===== config.mk =====
export PLATFORM = sky130hd
export DESIGN_NAME = spi_ram_ctrl_flat
export DESIGN_NICKNAME = d
export VERILOG_FILES = /design/src/rtl/spi_ram_pkg.sv /design/src/rtl/spi_ram_if.sv /design/src/rtl/spi_ram_array.sv /design/src/rtl/spi_ram_ctrl.sv /design/src/flat_wrapper.sv
export SDC_FILE = /design/constraint.sdc
export NUM_CORES = 2
export LEC_CHECK = 0
export ABC_AREA = 1
export CAP_MARGIN = 40
export CORE_ASPECT_RATIO = 0.9
export CORE_MARGIN = 4
export CORE_UTILIZATION = 63
export DETAILED_ROUTE_END_ITERATION = 10
export GPL_TIMING_DRIVEN = 1
export PLACE_DENSITY_LB_ADDON = 0.1
export SYNTH_ARGS = -nofsm -noshare
export SYNTH_HDL_FRONTEND = slang
export SYNTH_HIERARCHICAL = 1
export SYNTH_SLANG_ARGS = --single-unit

===== constraint.sdc =====
create_clock -name clk -period 3.6 [get_ports clk]
set_clock_uncertainty 0.15 [all_clocks]
set_input_delay 0.54 -clock clk [delete_from_list [all_inputs] [get_ports clk]]
set_output_delay 0.54 -clock clk [all_outputs]
set_load 0.01 [all_outputs]

===== src/rtl/spi_ram_pkg.sv =====
// Shared definitions for the SPI-fronted RAM controller: command encodings,
// controller state type and default geometry.
package spi_ram_pkg;

  localparam int MEM_DEPTH_DEF = 256;
  localparam int ADDR_SIZE_DEF = 8;

  // Command field carried in rx_data[9:8].
  typedef enum logic [1:0] {
    CMD_WR_ADDR = 2'b00,
    CMD_WR_DATA = 2'b01,
    CMD_RD_ADDR = 2'b10,
    CMD_RD_DATA = 2'b11
  } cmd_e;

  typedef enum logic [1:0] {
    IDLE     = 2'd0,
    RD_ISSUE = 2'd1,
    RD_RESP  = 2'd2
  } state_e;

endpackage


===== src/rtl/spi_ram_if.sv =====
// Frame/response bundle between an SPI slave front end (master side) and the
// RAM controller (slave side).
interface spi_ram_if;

  logic [9:0] rx_data;
  logic       rx_valid;
  logic [7:0] tx_data;
  logic       tx_valid;
  logic       busy;
  logic       seq_err;

  modport master (
    output rx_data, rx_valid,
    input  tx_data, tx_valid, busy, seq_err
  );

  modport slave (
    input  rx_data, rx_valid,
    output tx_data, tx_valid, busy, seq_err
  );

endinterface


===== src/rtl/spi_ram_array.sv =====
// Single-port synchronous byte RAM with a one-cycle registered read port.
module spi_ram_array #(
  parameter int DEPTH  = 256,
  parameter int ADDR_W = 8
) (
  input  logic              clk,
  input  logic              we,
  input  logic              re,
  input  logic [ADDR_W-1:0] addr,
  input  logic [7:0]        wdata,
  output logic [7:0]        rdata
);

  logic [7:0] mem [DEPTH];

  // Write and registered read share the single address port.
  // NOTE: storage has no reset on purpose; clearing a RAM array would force
  // flops instead of a memory macro and the contents must survive rst_n.
  always_ff @(posedge clk) begin
    if (we) mem[addr] <= wdata;
    if (re) rdata     <= mem[addr];
  end

endmodule


===== src/rtl/spi_ram_ctrl.sv =====
// Frame decoder and read sequencer sitting between an SPI slave and a small
// internal RAM. Writes and address loads finish in IDLE; reads take two
// extra cycles (issue, response) during which new frames are dropped.
module spi_ram_ctrl
  import spi_ram_pkg::*;
#(
  parameter int MEM_DEPTH = MEM_DEPTH_DEF,
  parameter int ADDR_SIZE = ADDR_SIZE_DEF
) (
  input logic     clk,
  input logic     rst_n,
  spi_ram_if.slave bus
);

  state_e               state_q, state_d;
  cmd_e                 cmd;
  logic [ADDR_SIZE-1:0] wr_addr_q, rd_addr_q, mem_addr;
  logic                 rd_addr_vld_q;
  logic [7:0]           tx_data_q, mem_rdata;
  logic                 tx_valid_q, seq_err_q;
  logic                 busy, rd_illegal, accept, err_d;
  logic                 mem_we, mem_re;

  assign cmd        = cmd_e'(bus.rx_data[9:8]);
  assign busy       = (state_q != IDLE);
  assign rd_illegal = (cmd == CMD_RD_DATA) && !rd_addr_vld_q;
  assign accept     = bus.rx_valid && (state_q == IDLE) && !rd_illegal;
  assign err_d      = bus.rx_valid && (busy || rd_illegal);
  assign mem_addr   = mem_we ? wr_addr_q : rd_addr_q;

  // Next-state and RAM strobes for the read sequencer.
  // NOTE: every output is defaulted first so no path through the case leaves
  // a variable unassigned, which would otherwise infer a latch.
  always_comb begin
    state_d = state_q;
    mem_we  = 1'b0;
    mem_re  = 1'b0;
    case (state_q)
      IDLE: begin
        mem_we = accept && (cmd == CMD_WR_DATA);
        if (accept && (cmd == CMD_RD_DATA)) state_d = RD_ISSUE;
      end
      RD_ISSUE: begin
        mem_re  = 1'b1;
        state_d = RD_RESP;
      end
      RD_RESP: state_d = IDLE;
      default: state_d = IDLE;
    endcase
  end

  // State register; reset aborts any read in flight.
  // NOTE: sequential state uses non-blocking assignments so every flop sees
  // the pre-edge values of the others, independent of block ordering.
  always_ff @(posedge clk or negedge rst_n) begin
    if (!rst_n) state_q <= IDLE;
    else        state_q <= state_d;
  end

  // Address pointers, response register and error pulse.
  always_ff @(posedge clk or negedge rst_n) begin
    if (!rst_n) begin
      wr_addr_q     <= '0;
      rd_addr_q     <= '0;
      rd_addr_vld_q <= 1'b0;
      tx_data_q     <= '0;
      tx_valid_q    <= 1'b0;
      seq_err_q     <= 1'b0;
    end else begin
      seq_err_q <= err_d;
      if (accept) begin
        // Any accepted frame retires the previously held response.
        tx_valid_q <= 1'b0;
        case (cmd)
          CMD_WR_ADDR: wr_addr_q <= bus.rx_data[ADDR_SIZE-1:0];
          CMD_WR_DATA: wr_addr_q <= wr_addr_q + 1'b1;
          CMD_RD_ADDR: begin
            rd_addr_q     <= bus.rx_data[ADDR_SIZE-1:0];
            rd_addr_vld_q <= 1'b1;
          end
          default: ;
        endcase
      end
      if (state_q == RD_RESP) begin
        tx_data_q  <= mem_rdata;
        tx_valid_q <= 1'b1;
        rd_addr_q  <= rd_addr_q + 1'b1;
      end
    end
  end

  spi_ram_array #(
    .DEPTH (MEM_DEPTH),
    .ADDR_W(ADDR_SIZE)
  ) u_array (
    .clk  (clk),
    .we   (mem_we),
    .re   (mem_re),
    .addr (mem_addr),
    .wdata(bus.rx_data[7:0]),
    .rdata(mem_rdata)
  );

  assign bus.tx_data  = tx_data_q;
  assign bus.tx_valid = tx_valid_q;
  assign bus.busy     = busy;
  assign bus.seq_err  = seq_err_q;

endmodule


===== src/flat_wrapper.sv =====
// flat-port wrapper written by rule: the top's interface ports become plain ports
module spi_ram_ctrl_flat import spi_ram_pkg::*;
#(
  parameter int MEM_DEPTH = MEM_DEPTH_DEF,
  parameter int ADDR_SIZE = ADDR_SIZE_DEF
)
  (clk, rst_n, bus_rx_data, bus_rx_valid, bus_tx_data, bus_tx_valid, bus_busy, bus_seq_err);
  spi_ram_if bus_i ();
  input logic clk;
  input logic rst_n;
  input wire logic [$bits(bus_i.rx_data)-1:0] bus_rx_data;
  input wire logic [$bits(bus_i.rx_valid)-1:0] bus_rx_valid;
  output wire logic [$bits(bus_i.tx_data)-1:0] bus_tx_data;
  output wire logic [$bits(bus_i.tx_valid)-1:0] bus_tx_valid;
  output wire logic [$bits(bus_i.busy)-1:0] bus_busy;
  output wire logic [$bits(bus_i.seq_err)-1:0] bus_seq_err;
  assign bus_i.rx_data = bus_rx_data;
  assign bus_i.rx_valid = bus_rx_valid;
  assign bus_tx_data = bus_i.tx_data;
  assign bus_tx_valid = bus_i.tx_valid;
  assign bus_busy = bus_i.busy;
  assign bus_seq_err = bus_i.seq_err;
  spi_ram_ctrl #(.MEM_DEPTH(MEM_DEPTH), .ADDR_SIZE(ADDR_SIZE)) u_core (.clk(clk), .rst_n(rst_n), .bus(bus_i));
endmodule

==> flow_summary.json <==
{
  "nets": 8855,
  "ys_ff_latch": 2085,
  "min_path_type": "input port to flop",
  "first_pass_iters": 6,
  "worstMarginPinSlew_ns": 1.01,
  "critPathKind": "flop to flop",
  "vias_per_cell": 5.71,
  "pin_count": 24,
  "crit_top_cell": "nand2_1",
  "vdd_drop_max_v": 0.000702,
  "crit_arrival_ns": 3.99,
  "critPathMaxStageDelay_ns": 0.39,
  "cts_buffer_depth": 3,
  "finalHoldViolCount": 0,
  "clk_pin_slew_worst_paths_ns": 0.06,
  "grt_max_degree": 97,
  "status": "complete, no violations",
  "leakage_nw": 41.9,
  "fmax_mhz": 281,
  "grt-ovfl-total": 0,
  "dp_hpwl_mm": 147,
  "dp.cells": 10400,
  "worstSetupEndpointType": "flop",
  "chipHeight_um": 360,
  "antenna_found_initial": 3,
  "max_cap_viol_count": 0,
  "final_util_pct": 75.1,
  "wirelength_mm": 239,
  "synth.area.top_cells": "edfxtp_1 71%, nand2_1 21%, nor2_1 1.6%, nand3_1 1.3%, buf_2 1.1%",
  "clock-root-buffer": "clkbuf_16",
  "yosysTopAreaCellShare_pct": 71.2,
  "gp_congestion": 0.943,
  "synth.distinct_cells": 28,
  "grt_pass1_vias": 58400,
  "critPathMaxFanout": 24,
  "synth_area_um2": 86700,
  "crit_path_cell_trace": "inv_2, nand2_4, nor2_8, nand2_4, nor2_8, nand2_2, nand2_8, inv_16, buf_12, buf_12, buf_4, buf_6, buf_4, nand2_1, nand2_1, nand2_1, nand2_1, o21ai_2, nand2_2, nor2_4, nor2_1, nor2_2, nand2_1",
  "cts_tree": "done",
  "grt_use_total_pct": 32.9,
  "critPathSlowestCell": "dfrtp_1",
  "die_w_um": 399,
  "initial_core_util_pct": 63.8,
  "async_flop_share_pct": 1.39,
  "powerDensity_nw_per_um2": 613,
  "port_buffers": 23,
  "first_iter_violations": 8327,
  "grt_pass1_wl_mm": 354,
  "syn_nets": 8283,
  "netlist_instances": 8268,
  "design_area_um2": 102000,
  "syn_area_per_cell_um2": 10.5,
  "min_period_over_period_pct": 99.0,
  "core_um2": 136000,
  "synth_flop_cell": "edfxtp_1",
  "drive_above_1_share_pct": 13.8,
  "slew_viol_final": 0,
  "max-slew-margin-rel_pct": 32.4,
  "cp.required_ns": 4.03,
  "synth_edf_count": 2056,
  "wl_per_cell_um": 22.1,
  "htree_levels": 4,
  "rsz0062_at_grt": "yes",
  "dpl_cell_area_um2": 94300,
  "seq_area_frac_synth_pct": 72.1,
  "ant_nets": 0,
  "setup_viol": 0,
  "yosys_warnings": 6,
  "vias": 61800,
  "clock_latency_ns": 0.84,
  "clkSinkCount": 2085,
  "numCtsBuffers": 197,
  "yosys.area.top_type": "edfxtp_1",
  "post-route-min-period_ns": 3.56,
  "startpoint_type": "flop",
  "num_rows": 128,
  "die_area_um2": 144000,
  "drc_errors": 0,
  "synthToLayoutAreaGrowth_pct": 17.9,
  "fin_cells": 10800
}
## state kept, by name (all words and copies together), names as in the netlist
register and count:
u_core/wr_addr_q 8, u_core/bus.tx_data 8, u_core/u_array/rdata 8, u_core/u_array/mem 2048, u_core/state_q 2, u_core/rd_addr_vld_q 1, u_core/bus.seq_err 1, u_core/rd_addr_q 8
u_core/bus.tx_valid 1
## power by group
group          internal [W]  switching [W]  total, W
Combinational       0.00501         0.0102    0.0152
Sequential           0.0268       0.000108    0.0269
Clock                0.0117        0.00884    0.0206
Total                0.0435         0.0191    0.0626
## layer usage
metal / track usage [%] / vias to the layer above / wire (µm)
met2: 49.8 / 3611 / 109000
met3: 7.04 / 498 / 29300
met5: 0 / - / 7
met1: 47.8 / 29400 / 92100
met4: 11.9 / 2 / 8860
li1: - / 28300 / -
## kinds of logic (layout without fill, tap and decap cells)
group,Yosys count,count (layout),share of synthesized area [%]
other,0,2,0
AO/OA/AOI/OAI,207,207,1.20
buffers and inverters,482,1216,2.46
adder cells (fa/ha/maj),2,2,0.0289
flip-flops,2085,2085,72.1
AND/OR/NAND/NOR,5492,5492,24.2
## synthesized netlist by cell type, types with 3 or more instances
master and count:
nor2_1 377, buf_4 6, nor2_8 3, clkbuf_1 173, dfrtp_1 29, a21oi_1 32
edfxtp_1 2056, nand4_1 7, o21ai_0 54, inv_2 3, buf_2 182, buf_1 53
buf_6 9, nand3_1 222, inv_1 52, inv_4 3, nand2_1 4873, nand2_4 3
o21ai_1 119
## repair_timing
action	CTS	global route
buffers inserted	8	15
hold endpoints to repair	29	0
pin swaps	3	53
setup endpoints to repair	118	391
gates cloned	3	14
gates resized for setup	53	180
hold buffers	1	0
## cells in the final DEF (no fill, tap or decap), types with 21 or more instances in the layout
master	n
dfrtp_1	29
clkinv_2	46
o21ai_2	47
bufinv_16	21
buf_12	113
nand3_1	218
o21ai_0	39
o21ai_1	85
nand2_1	4822
a21oi_1	32
nand2_2	44
edfxtp_1	2056
buf_6	24
clkinv_1	37
nor2_1	331
clkbuf_16	214
inv_1	48
clkbuf_1	36
buf_4	604
nor2_2	36
## critical path: cells and delay by family (launching register included)
family          cells  cell delay [ns]
simple gates       15             1.68
buf+inv             7             0.90
flops               1             0.39
compound gates      1             0.16
## area by class of cell
class | count | area [µm²]
Sequential cell | 2085 | 62500
Fill cell | 8765 | 33800
Multi-Input combinational cell | 5701 | 22600
Timing Repair Buffer | 797 | 8150
Clock buffer | 238 | 5170
Tap cell | 1820 | 2280
Clock inverter | 123 | 1190
Inverter | 58 | 259
Antenna cell | 2 | 5.00
## final timing paths
path	start	cells after the start	end	slack [ns]
worst max-delay path	u_core/state_q[1]$_DFFE_PN0P_	23	u_core/u_array/rdata[1]$_DFFE_PP_	0.04
worst min-delay path	bus_rx_data[6]	1	u_core/u_array/mem[97][6]$_DFFE_PP_	0.05
worst max register to register	u_core/state_q[1]$_DFFE_PN0P_	23	u_core/u_array/rdata[1]$_DFFE_PP_	0.04
worst min register to register	u_core/rd_addr_vld_q$_DFFE_PN0P_	2	u_core/rd_addr_vld_q$_DFFE_PN0P_	0.32
max in group asynchronous	rst_n	2	u_core/bus.tx_data[3]$_DFFE_PN0P_	2.52
min in group asynchronous	rst_n	2	u_core/rd_addr_vld_q$_DFFE_PN0P_	0.30
## metrics by stage
stage | hold WS (ns) | power [W] | worst slack (ns) | setup TNS, ns
CTS | 0.0368 | 0.0617 | 0.000122 | 0
global placement | 0.301 | 0.0409 | -0.919 | -565.47
finish | 0.0528 | 0.0626 | 0.0370 | 0
detailed placement | 0.308 | 0.0410 | -0.974 | -637.44
global route | 0.0576 | 0.0651 | -0.0505 | -0.278
floorplan | 0.0944 | 0.0350 | 0.269 | 0
Note: power is estimated with default switching activity, not from simulation.
